`config.mk`:
```
export PLATFORM = sky130hd
export DESIGN_NAME = cnt_out_change_fifo
export DESIGN_NICKNAME = d
export VERILOG_FILES = /design/src/rtl/cnt_out_change_fifo.sv
export SDC_FILE = /design/constraint.sdc
export NUM_CORES = 1
export LEC_CHECK = 0
export CELL_PAD_IN_SITES_DETAIL_PLACEMENT = 0
export CELL_PAD_IN_SITES_GLOBAL_PLACEMENT = 1
export CORE_MARGIN = 1
export CORE_UTILIZATION = 48
export DETAILED_ROUTE_END_ITERATION = 8
export PLACE_DENSITY = 0.82
export SLEW_MARGIN = 15
export SYNTH_ARGS = -nofsm -noshare
export SYNTH_HDL_FRONTEND = slang
export SYNTH_SLANG_ARGS = --single-unit
```
`constraint.sdc`:
```
create_clock -name clk -period 3.8 [get_ports clk]
set_input_delay 0.76 -clock clk [delete_from_list [all_inputs] [get_ports clk]]
set_output_delay 0.76 -clock clk [all_outputs]
set_load 0.03 [all_outputs]
```
`src/rtl/cnt_out_change_fifo.sv`:
```
// Change detector on the upstream 8-bit output bus. Each value change is time-stamped
// with a free-running cycle counter and queued in a small FIFO for a valid/ready reader.
module cnt_out_change_fifo #(
  parameter int DEPTH = 4,
  parameter int TS_W  = 8
) (
  input  logic                     clk,
  input  logic                     reset,
  input  logic [7:0]               din,
  input  logic                     rd_ready,
  output logic                     rd_valid,
  output logic [7:0]               rd_value,
  output logic [TS_W-1:0]          rd_ts,
  output logic [$clog2(DEPTH):0]   count,
  output logic [7:0]               overflow_cnt
);

  localparam int DATA_W = 8;
  localparam int PTR_W  = $clog2(DEPTH);
  localparam int CNT_W  = PTR_W + 1;

  logic [DATA_W-1:0] prev;
  logic [TS_W-1:0]   ts;
  logic [PTR_W-1:0]  wr_ptr;
  logic [PTR_W-1:0]  rd_ptr;
  logic [CNT_W-1:0]  occ;
  logic [7:0]        ovf;
  logic [DATA_W-1:0] mem_value [DEPTH];
  logic [TS_W-1:0]   mem_ts    [DEPTH];

  logic change;
  logic full;
  logic pop;
  logic push;
  logic drop;

  function automatic logic [7:0] sat_inc(input logic [7:0] v);
    return (v == 8'hFF) ? v : v + 8'd1;
  endfunction

  // A full FIFO still accepts an event when the head is popped on the same edge.
  always_comb begin
    change = (din != prev);
    full   = (occ == CNT_W'(DEPTH));
    pop    = rd_valid && rd_ready;
    push   = change && (!full || pop);
    drop   = change && full && !pop;
  end

  always_ff @(posedge clk or posedge reset) begin
    if (reset) begin
      prev   <= '0;
      ts     <= '0;
      wr_ptr <= '0;
      rd_ptr <= '0;
      occ    <= '0;
      ovf    <= '0;
      for (int i = 0; i < DEPTH; i++) begin
        mem_value[i] <= '0;
        mem_ts[i]    <= '0;
      end
    end else begin
      prev <= din;
      ts   <= ts + TS_W'(1);
      if (push) begin
        mem_value[wr_ptr] <= din;
        mem_ts[wr_ptr]    <= ts;
        wr_ptr            <= wr_ptr + PTR_W'(1);
      end
      if (pop)
        rd_ptr <= rd_ptr + PTR_W'(1);
      if (push && !pop)
        occ <= occ + CNT_W'(1);
      else if (pop && !push)
        occ <= occ - CNT_W'(1);
      if (drop)
        ovf <= sat_inc(ovf);
    end
  end

  // Head is read straight from storage; no fall-through path from din.
  always_comb begin
    rd_valid     = (occ != '0);
    rd_value     = mem_value[rd_ptr];
    rd_ts        = mem_ts[rd_ptr];
    count        = occ;
    overflow_cnt = ovf;
  end

endmodule

```
# [Word level (Yosys, flattened, before mapping)]
# Index checks and enable logic that the tools add are counted.
[totals] reg_bits=95 in_bits=11 out_inout_bits=28 word_cells=55
[classes] n_addsub=6 n_lt_le_gt_ge=3 eq_ne=3 n_mux=12 bitwise=3 n_reduce_logical=14
[ops] op="$bwmux 32" n=2
[ops] op="$mux 8" n=5
[ops] op="$bmux 8 s2" n=2
[ops] op="$add 8x1->8 const B" n=2
[ops] op="$demux 8 s2" n=1
[ops] op="$eq 8x8->1 const B" n=1
[ops] op="$ne 8x8->1" n=1
[ops] op="$logic_and 1x1->1" n=7
[ops] op="$ge 3x3->1 const B" n=2
[ops] op="$mux 3" n=2
[ops] op="$not 2->3" n=2
[ops] op="$add 2x1->2 const B" n=2
[ops] op="$add 3x1->3 const B" n=1
[ops] op="$eq 3x3->1 const B" n=1
[ops] op="$logic_not 1->1" n=3
[ops] op="$lt 3x1->1 const B" n=1
[ops] op="$reduce_bool 3->1" n=1
[ops] op="$sub 3x1->3 const B" n=1
[ops] op="$reduce_and 2->1" n=1
[ops] op="$reduce_bool 2->1" n=1
[ops] op="$logic_or 1x1->1" n=1
[ops] op="$not 1->1" n=1

# [Longest topological paths before layout]
[logic_depth] depth_word=8 depth_mapped=11 mapped_depth_nobuf=10

# [Worst setup path before layout]
# Ideal clock, no wire load.
[synth_timing] path_kind="input-to-reg" startpoint="input din[6]" endpoint="register occ[1] (netlist: count[1])" setup_time_ns=0.125 t_arrival_ns=2.500 required_time_ns=3.675 path_slack_ns=1.175 stages=9 path_buffers=1 cell_sequence="xor2_1 -> nor4_1 -> nand2_1 -> buf_6 -> and2_0 -> ha_1 -> inv_1 -> fa_1 -> mux2_2"
[synth_between] elab_chain_cells=5 elab_cells_between_ends=7 classes_between="eq/ne: 1; mux: 1; reduce/logical: 5"
[synth_rtl] element="start, declared" line="9" rtl="input logic [7:0] din,"
[synth_rtl] element="$ne 8x8->1 *" line="43" rtl="change = (din != prev);"
[synth_rtl] element="$logic_and 1x1->1 *" line="46" rtl="push = change && (!full || pop);"
[synth_rtl] element="named net push" line="34" rtl="logic push;"
[synth_rtl] element="$logic_not 1->1" line="74" rtl="else if (pop && !push)"
[synth_rtl] element="$logic_and 1x1->1" line="74"
[synth_rtl] element="$reduce_bool 2->1 (no source line)"
[synth_rtl] element="end signal, assigned" line="73" rtl="occ <= occ + CNT_W'(1);"
[synth_rtl] element="end signal, assigned" line="75" rtl="occ <= occ - CNT_W'(1);"
[synth_rtl] element="end, declared" line="26" rtl="logic [CNT_W-1:0] occ;"
# The timed path passes the listed nets; every way through them passes the cells marked *.
# A chain may end at the register's enable or synchronous reset.

# [Final worst setup path]
[layout_timing] startpoint="register rd_ptr[0]" endpoint="output rd_ts[2]"
[layout_between] elab_chain_cells=4
[layout_rtl] element="start, declared" line="25" rtl="logic [PTR_W-1:0] rd_ptr;"
[layout_rtl] element="start signal, assigned" line="71" rtl="rd_ptr <= rd_ptr + PTR_W'(1);"
[layout_rtl] element="$not 2->3 (implied by the code)" line="85" rtl="rd_ts = mem_ts[rd_ptr];"
[layout_rtl] element="$bmux 8 s2" line="85"
[layout_rtl] element="$mux 8 (implied by the code) (2 in a row)" line="85"
[layout_rtl] element="end, declared" line="13" rtl="output logic [TS_W-1:0] rd_ts,"
# No other way between the ends. The select of a mux whose other input is x is not followed.

==> metrics.cfg <==
[status]
status = completed

[yosys]
synthMuxAreaShare_pct = 27.8
synth_cell_types = 28
synth-seq-cells = 95
syn_area_per_cell_um2 = 16.0
synth_top_family_by_area = multiplexers
syn_inst = 267
synth_compound_area_share_pct = 0
synth_ff_type = dfrtp_1
yosysMostFrequentCell = dfrtp_1
synthAdderAreaFrac_pct = 2.51
synth.area.top_cells = dfrtp_1 56%, mux2_2 12%, mux4_2 8.4%, mux2_4 7.0%, xnor2_1 2.9%
synthXorXnorAreaFrac_pct = 5.53
synthSimpleGateAreaFrac_pct = 5.18
synth_commonest_cells = 95 x dfrtp_1, 47 x mux2_2, 20 x mux2_4
ys_async_sr_fraction_pct = 100
syn_area_um2 = 4280
synth_warnings = 0
seq_area_frac_synth_pct = 55.6
syn_nets = 286
synth.largest_area_cell = dfrtp_1
synth_top_area_share_pct = 55.6
synth_edf_count = 0

[worst_setup_path]
crit_type = reg2out
cp_data_arrival_time_ns = 2.41
start_kind = flop
worstPathRequired_ns = 3.04
end_kind = output pin
crit_fanout = 12

[global_routing]
grt_overflow = 0
grt_max_degree = 39
grt_util_all_layers_pct = 18.4
grt_pass1_vias = 2406
antenna_found_initial = 0
grt_pass1_wl_um = 12400

[placement]
dp_hpwl_um = 4840
dpl_cell_area_um2 = 4730
dpl_worst_slack_ns = 0.552
io_buffers = 38
dp_cells = 404
place_congestion = 0.745

[final_layout]
syn_to_final_growth_pct = 15.1
diodes = 0
nFillCells = 706
num-nets-final = 326
stdcell_area_um2 = 4920
fin_util_pct = 56.7
final_layout_size_suffix_gt1_share_pct = 35.4
seq_area_um2 = 2380
multi_input_area_um2 = 1760
stdcell_count = 419

[drt]
avgRoutedWirePerCell_um = 17.5
vias = 2245
ant_nets = 0
routed_wl_um = 7330
drc = 0
drt_iter0_markers = 54
drt_first_pass_iters = 3
via_per_inst = 5.36

[clock_network]
worstSkewPairLatency_ns = 0.35
cts_hold_buf = 0
post_cts_buffers = 0
htree_levels = 3
cts_buffer_depth = 2
numCtsBuffers = 9
cts_tree = yes
clk_pin_slew_ns = 0.08
cts_resized = 0
clock-sinks = 95
root_buffer = clkbuf_8

[timing]
finalCritPeriodShare_pct = 83.3
worst_slew_pin_slew_ns = 0.655
setup-tns-final_ns = 0
setup_violations = 0
whs_ns = 0.505
min_period_ns = 3.17
maxSlewViolCount = 0
fmax_ghz = 0.316
rsz0062_at_grt = no
setup_ws_ns = 0.634
finalHoldViolations = 0
fin_worst_skew_ns = 0.00926
slew_headroom_pct = 56.3

[floorplan]
die_area_um2 = 9300
die_h_um = 96.4
core_um2 = 8680
ios = 39
fp-row-count = 34
start_util_pct = 49.3
die_x_um = 96.4

[power_and_ir_drop]
leakagePower_nw = 2.10
p_total_mw = 4.33
p_per_area_nw_per_um2 = 879
vdd.ir_drop.worst_mv = 0.449

[run]
cap_violations = 0

[worst_hold_path]
hold_class = reg2reg

-- final timing paths --
check,start,end,slack [ns],cells past startpoint
setup / recovery,rd_ptr[0]$_DFFE_PP0P_,rd_ts[2],0.63,3
max in group asynchronous,reset,mem_ts[13]$_DFFE_PP0P_,2.22,3
hold / removal,mem_ts[14]$_DFFE_PP0P_,mem_ts[14]$_DFFE_PP0P_,0.50,1
setup reg to reg,count[0]$_DFFE_PP0P_,count[1]$_DFFE_PP0P_,1.40,6
hold reg to reg,mem_ts[14]$_DFFE_PP0P_,mem_ts[14]$_DFFE_PP0P_,0.50,1
min in group asynchronous,reset,rd_ptr[1]$_DFFE_PP0P_,0.80,2
-- where the power goes --
| group | internal [mW] | switching [mW] | total, mW |
|---|---|---|---|
| Combinational | 1.13 | 0.949 | 2.08 |
| Sequential | 1.37 | 0.246 | 1.61 |
| Clock | 0.306 | 0.327 | 0.634 |
| Total | 2.81 | 1.52 | 4.33 |
-- cells by family (layout without fill, tap and decap cells) --
group	count (synthesis)	in the layout
DFF	95	95
muxes	83	83
and+or+nand+nor	35	35
xor gates and xnor gates	27	27
buffers and inverters	19	63
adders and majority gates	8	8
-- worst max-delay path, cell delays in order (launching register included) --
cell and delay, ns:
dfrtp_1 0.67, buf_12 0.24, mux4_2 0.54, clkdlybuf4s50_1 0.61
-- placed cells by master (no fill, tap or decap), types with 2 or more instances in the layout --
cell,instances
and3_4,2
nand4_1,4
and3_2,2
and3_1,2
mux2_4,20
nand3_1,8
xor2_1,13
clkdlybuf4s50_1,38
nor4_1,2
buf_12,2
nor2_1,4
mux2_2,47
nand2_1,3
clkbuf_8,13
and4_1,3
buf_4,3
dfrtp_1,95
ha_1,7
clkinv_2,2
mux4_2,16
xnor2_1,14
inv_1,4
-- flip-flops by register name, indices dropped and copies added, names as in the netlist --
register and cells:
mem_value 32, overflow_cnt 8, count 3, prev 8, ts 8, mem_ts 32, wr_ptr 2, rd_ptr 2
-- layer usage --
layer  track usage (%)  share of wire [%]
met5                 0                  0
met4              5.51                1.3
met3              4.69                2.9
met2              29.0                 49
met1              25.4                 46
-- final cells by class --
cell class | instances | area share, %
Timing Repair Buffer | 43 | 9.00
Clock buffer | 13 | 3.63
Tap cell | 108 | 2.74
Clock inverter | 2 | 0.280
Inverter | 5 | 0.407
Sequential cell | 95 | 48.3
Multi-Input combinational cell | 153 | 35.7
No activity file was read; power rests on OpenSTA's default activity.
